[src/rtl/hostsystem_stream_writer.sv]
// hostsystem_stream_writer: CSR-programmed stream-to-memory writer with completion interrupt
module hostsystem_stream_writer #(
   parameter int ADDR_W = 11
) (
   input  logic              clk,
   input  logic              reset_n,
   input  logic [1:0]        csr_address,
   input  logic              csr_write,
   input  logic              csr_read,
   input  logic [31:0]       csr_writedata,
   output logic [31:0]       csr_readdata,
   input  logic              snk_valid,
   output logic              snk_ready,
   input  logic [31:0]       snk_data,
   input  logic              snk_endofpacket,
   output logic [ADDR_W-1:0] mem_address,
   output logic [3:0]        mem_byteenable,
   output logic              mem_chipselect,
   output logic              mem_write,
   output logic [31:0]       mem_writedata,
   output logic              mem_clken,
   output logic              irq
);
   typedef enum logic [1:0] {S_IDLE, S_RUN, S_DONE} state_t;
   state_t state, state_n;
   logic [ADDR_W-1:0] start, ptr;
   logic [11:0] length, remaining, count;
   logic irq_en, done, early_eop;
   logic busy, beat, ctl_wr, go, abort, last, eop_early, done_clr;
   logic [31:0] rdata;
   assign busy = state != S_IDLE;
   assign snk_ready = state == S_RUN;
   assign beat = snk_valid && snk_ready;
   assign ctl_wr = csr_write && csr_address == 2'd2;
   assign go = ctl_wr && csr_writedata[0] && !busy;
   assign abort = ctl_wr && csr_writedata[2];
   assign last = beat && remaining == 12'd1;
   assign eop_early = beat && snk_endofpacket && remaining > 12'd1;
   assign done_clr = csr_write && csr_address == 2'd3 && csr_writedata[1];
   assign mem_byteenable = 4'hF;
   assign mem_clken = 1'b1;
   assign irq = done & irq_en;
   always_comb begin
      state_n = state;
      if (state == S_IDLE && go)
         state_n = (length != 12'd0) ? S_RUN : S_DONE;
      else if (state == S_RUN && (last || eop_early || abort))
         state_n = S_DONE;
      else if (state == S_DONE)
         state_n = S_IDLE;
   end
   always_comb
      rdata = csr_address == 2'd0 ? 32'(start) :
              csr_address == 2'd1 ? 32'(length) :
              csr_address == 2'd2 ? {30'b0, irq_en, 1'b0} :
                                    {4'b0, count, 13'b0, early_eop, done, busy};
   always_ff @(posedge clk or negedge reset_n)
      if (!reset_n) state <= S_IDLE;
      else          state <= state_n;
   always_ff @(posedge clk or negedge reset_n)
      if (!reset_n) begin
         start          <= '0;
         length         <= '0;
         irq_en         <= 1'b0;
         done           <= 1'b0;
         early_eop      <= 1'b0;
         count          <= '0;
         ptr            <= '0;
         remaining      <= '0;
         mem_write      <= 1'b0;
         mem_chipselect <= 1'b0;
         mem_address    <= '0;
         mem_writedata  <= '0;
         csr_readdata   <= '0;
      end else begin
         if (csr_write && csr_address == 2'd0 && !busy) start <= csr_writedata[ADDR_W-1:0];
         if (csr_write && csr_address == 2'd1 && !busy) length <= csr_writedata[11:0];
         if (ctl_wr) irq_en <= csr_writedata[1];
         if (go && length != 12'd0) begin
            ptr       <= start;
            remaining <= length;
            count     <= '0;
            early_eop <= 1'b0;
         end else if (beat) begin
            ptr       <= ptr + 1'b1;
            remaining <= remaining - 12'd1;
            count     <= count + 12'd1;
         end
         if (eop_early) early_eop <= 1'b1;
         // setting DONE takes priority over a same-cycle write-1-to-clear
         done           <= (state != S_DONE && state_n == S_DONE) || (done && !done_clr);
         mem_write      <= beat;
         mem_chipselect <= beat;
         if (beat) begin
            mem_address   <= ptr;
            mem_writedata <= snk_data;
         end
         csr_readdata <= csr_read ? rdata : '0;
      end
endmodule

[config.mk]
export PLATFORM = sky130hd
export DESIGN_NAME = hostsystem_stream_writer
export DESIGN_NICKNAME = d
export VERILOG_FILES = /design/src/rtl/hostsystem_stream_writer.sv
export SDC_FILE = /design/constraint.sdc
export NUM_CORES = 1
export LEC_CHECK = 0
export ABC_AREA = 1
export CAP_MARGIN = 20
export CORE_MARGIN = 3
export CORE_UTILIZATION = 44
export DETAILED_ROUTE_END_ITERATION = 8
export PLACE_DENSITY = 0.79
export SLEW_MARGIN = 20
export SYNTH_ARGS = -nofsm -noshare
export SYNTH_HDL_FRONTEND = slang
export SYNTH_SLANG_ARGS = --single-unit
[constraint.sdc]
create_clock -name clk -period 1.4 [get_ports clk]
set_input_delay 0.28 -clock clk [delete_from_list [all_inputs] [get_ports clk]]
set_output_delay 0.28 -clock clk [all_outputs]
set_load 0.005 [all_outputs]
==> PnR_summary.wiki <==
{| class="wikitable"
! Metric !! Value
|-
| Global-route total usage across every layer || 0.225
|-
| Pre-CTS WS || -0.515 ns
|-
| Master of the slowest instance on the critical path || sky130_fd_sc_hd__dfrtp_1
|-
| Share of the synthesized area in compound gates (AO/OA/AOI/OAI) || 0.0748
|-
| Fraction of the mapped netlist area in simple logic gates || 0.248
|-
| Min-Delay Endpoint || irq_en$_DFFE_PN0P_
|-
| Minimum clock period after layout || 1.64 ns
|-
| Start point of the worst hold path || csr_address[1]
|-
| PD cells || 2030 nW/µm²
|-
| Clock insertion delay at the later pin of the skew report || 0.43 ns
|-
| Critical path required time || 1.70 ns
|-
| Number of nets in the layout || 987
|-
| Multiplexer area fraction after synthesis || 0
|-
| Post-synth ARST share || 1.00
|-
| Unrepaired setup endpoints after global routing || yes
|-
| Global-route wire length before repair || 25.9 mm
|-
| Per-cell via count in the routed design || 5.11
|-
| ANT cells || 0
|-
| Final setup slack of the worst path || -0.239 ns
|-
| Static power due to leakage || 4.92 nW
|-
| Die footprint || 14600 µm²
|-
| Routed WL per cell || 16.6 µm
|-
| Clk sinks || 131
|-
| Fraction of the yosys area taken by sequential cells || 0.564
|-
| Top cells by area in the synthesized netlist || sky130_fd_sc_hd__dfrtp_1 56%, sky130_fd_sc_hd__nand2_1 15%, sky130_fd_sc_hd__nand3_1 4.3%
|-
| Xor and xnor area share after synthesis || 0.0196
|-
| Layout-stage area growth over the synthesis result || 61.7%
|-
| FILL cells || 855
|-
| Largest net degree at the start of global routing || 41
|-
| Final critical-path share of the clock period || 1.17
|-
| Wire length reported by the detailed router || 18.2 mm
|-
| TritonCTS clock tree || done
|-
| Type of the worst setup path || flop to flop
|-
| Crit-path cells || nor2_1 > nand2_1 > nor3_2 > inv_1 > nand2_4 > buf_12 > inv_12 > nand2_4 > o211ai_1
|-
| Number of placement rows || 41
|-
| Relative contribution of the clock network to total power || 0.259
|-
| Cell Int Power || 0.0122 W
|-
| # H-tree levels || 4
|-
| First-pass detailed-route iteration total || 4
|-
| Peak supply drop || 0.000999 V
|-
| Kind of launch point of the worst setup path || flop
|-
| Flop2flop setup slack || -0.24 ns
|-
| Adder-cell share of the synthesized area || 0.00862
|-
| DPL Wire Length || 10.3 mm
|-
| Setup TNS after final layout || -7.98 ns
|-
| Horizontal die dimension || 121 µm
|-
| Number of global-route vias before repair || 5319
|-
| R2R Path End || remaining[2]$_DFFE_PN0P_
|-
| Hold Fails Final Rpt || 0
|-
| Unique cell type count in the Yosys netlist || 35
|-
| Data arrival time of the critical path || 1.94 ns
|-
| Category of cells accounting for the largest share of critical-path delay || simple AND/OR/NAND/NOR gates
|-
| Number of buffers and inverters on the critical path || 3
|-
| Largest stage delay on the critical path || 0.41 ns
|-
| Post-layout utilization of the core || 0.735
|-
| Switch share || 0.359
|-
| Pins Over Slew Limit || 0
|-
| Fraction of layout cells with a size suffix above 1 || 0.311
|-
| Total CTS buffers || 17
|-
| Max cap viols || 0
|-
| Antenna Violating Nets Remaining || 0
|-
| Worst Skew || 0.00860 ns
|-
| Core outline area || 12800 µm²
|-
| Dominant synthesized flop cell || sky130_fd_sc_hd__dfrtp_1
|-
| Initial core utilization || 0.455
|-
| Global-route congestion overflow total || 0
|-
| Failing checks || negative setup slack
|-
| Initial drt markers || 578
|-
| Length in cells of the worst reg-to-reg path || 9
|-
| CP dominant cell by count || sky130_fd_sc_hd__nand2_4
|-
| # DRC || 0
|-
| Clock tree root buffer cell || sky130_fd_sc_hd__clkbuf_16
|-
| GPL Wtd Cong || 0.821
|-
| Path category of the worst min-delay check || primary input to flop
|-
| Clk pin slew, worst setup/hold paths || 0.06 ns
|-
| Antenna violations before repair || 0
|-
| Endpoint class of the critical path || flop
|-
| EDFF count, synth || 0
|-
| Top cell type by total area after synthesis || sky130_fd_sc_hd__dfrtp_1
|-
| Biggest fanout along the worst timing path || 7
|-
| Number of placed I/O pins || 156
|-
| Post-synthesis cell area || 5810 µm²
|-
| Status || complete, but fails checks
|-
| Number of I/O port buffers || 122
|-
| Vias || 5600
|-
| Relative contribution of combinational cells to total power || 0.406
|-
| Launching point of the worst reg2reg path || length[9]$_DFFE_PN0P_
|-
| Deepest clock path buffer count || 2
|-
| Count of synthesis-stage warnings from yosys || 0
|-
| Net switching power figure || 0.00685 W
|-
| Combinational family with the most area after synthesis || simple AND/OR/NAND/NOR gates
|-
| Relative contribution of sequential cells to total power || 0.335
|-
| Top cell type's share of synthesized area || 0.564
|-
| Mean area per synthesized cell || 8.49 µm²
|-
| Overall die height || 121 µm
|-
| Achievable Freq || 610 MHz
|-
| Flip-flop and latch count after synthesis || 131
|-
| Count of final setup violators || 58
|-
| Hold path depth || 5
|-
| Number of cells produced by synthesis || 684
|}
## sequential cells by signal (all words and copies together), names as in the netlist
name and cells:
count 12, csr_readdata 24, done 1, early_eop 1, irq_en 1, length 12
mem_address 11, mem_write 1, mem_writedata 32, ptr 11, remaining 12, start 11
state 2
## what timing repair did
item / CTS / global route
resized for setup: 168 / 126
buffers inserted: 26 / 12
endpoints found under the hold margin: 21 / 0
endpoints found under the setup margin: 124 / 60
pin swaps: 18 / 24
cloned: 3 / 6
hold buffers: 1 / 0
## worst max-delay path by stage
stage	from	end	slack, ns	depth (start not counted)
floorplan	state[1]$_DFF_PN0_	count[10]$_DFFE_PN0P_	-0.02	9
global placement	csr_address[0]	ptr[0]$_DFFE_PN0P_	-0.46	10
detailed placement	csr_address[0]	remaining[2]$_DFFE_PN0P_	-0.51	10
CTS	length[4]$_DFFE_PN0P_	ptr[2]$_DFFE_PN0P_	-0.19	10
global route	length[9]$_DFFE_PN0P_	remaining[6]$_DFFE_PN0P_	-0.30	9
finish	length[9]$_DFFE_PN0P_	remaining[2]$_DFFE_PN0P_	-0.24	9
## metal layers
| metal | up-vias | track usage | routed length (µm) | share of wire |
|---|---|---|---|---|
| met4 | 0 | 0.104 | 643 | 0.035 |
| met3 | 55 | 0.0531 | 1210 | 0.066 |
| met5 | - | 0 | 0 | 0 |
| met1 | 2698 | 0.278 | 6980 | 0.38 |
| met2 | 257 | 0.374 | 9410 | 0.52 |
| li1 | 2590 | - | - | - |
## power groups by stage
stage / Combinational, W / Sequential (W) / Clock (W)
CTS: 0.00663 / 0.00620 / 0.00493
floorplan: 0.00281 / 0.00621 / 0
global route: 0.00841 / 0.00653 / 0.00515
finish: 0.00773 / 0.00639 / 0.00493
detailed placement: 0.00626 / 0.00623 / 0
global placement: 0.00609 / 0.00620 / 0
## tightest hold or removal path, stage by stage
cell and delay [ns]:
sky130_fd_sc_hd__clkbuf_2 0.11, sky130_fd_sc_hd__nand2_4 0.08, sky130_fd_sc_hd__nor2_4 0.04, sky130_fd_sc_hd__inv_2 0.07
sky130_fd_sc_hd__o21ai_0 0.07
## cells in the mapped netlist, types with 3 or more instances
cell,n
sky130_fd_sc_hd__nand3_1,50
sky130_fd_sc_hd__o211ai_1,5
sky130_fd_sc_hd__buf_4,15
sky130_fd_sc_hd__o21ai_1,5
sky130_fd_sc_hd__o21ai_0,42
sky130_fd_sc_hd__nand2_1,228
sky130_fd_sc_hd__ha_1,4
sky130_fd_sc_hd__buf_2,10
sky130_fd_sc_hd__nor2_1,51
sky130_fd_sc_hd__dfrtp_1,131
sky130_fd_sc_hd__clkbuf_1,12
sky130_fd_sc_hd__xor2_1,8
sky130_fd_sc_hd__inv_2,3
sky130_fd_sc_hd__nor3_1,4
sky130_fd_sc_hd__xnor2_1,5
sky130_fd_sc_hd__inv_1,63
sky130_fd_sc_hd__a21oi_1,19
sky130_fd_sc_hd__a31oi_1,3
sky130_fd_sc_hd__buf_1,3
## kinds of logic after synthesis
kind of cell	after synthesis
other	2
xor gates and xnor gates	13
AOI/OAI and AO/OA	80
adders and majority gates	4
DFF	131
buffers and inverters	108
and+or+nand+nor	346
## through the flow
| stage | power [W] | cells | instance area [µm²] | hold WS [ns] |
|---|---|---|---|---|
| after floorplan | 0.00902 | 695 | 5880 | -0.0156 |
| after global routing | 0.0201 | 1096 | 9390 | 0.305 |
| after CTS | 0.0178 | 1080 | 8870 | 0.315 |
| final | 0.0191 | 1096 | 9390 | 0.281 |
| after global placement | 0.0123 | 1018 | 7720 | 0.212 |
| after detailed placement | 0.0125 | 1018 | 7720 | 0.212 |
## final cells by class
cell class,instances,area (µm²),share of cell area
clock inverters,13,208,0.0221
flip-flops and latches,131,3280,0.349
clock buffers,19,443,0.0472
well taps,172,215,0.0229
repair buffers,237,2260,0.241
inverters,67,265,0.0282
multi-input cells,456,2700,0.288
repair inverters,1,16.3,0.00173
## cells in the final DEF, fill, tap and decap left out, drive strengths merged, types with 3 or more instances in the layout
master,count
dlygate4sd2,68
nor3,5
nand3,52
nor2,55
xnor2,5
bufinv,5
dfrtp,131
xor2,8
inv,67
o211ai,5
a31oi,3
clkbuf,26
a21oi,19
nand2,230
conb,13
ha,4
buf,112
o21ai,47
clkinv,8
clkdlybuf4s50,47
Note: power is estimated with default switching activity, not from simulation.
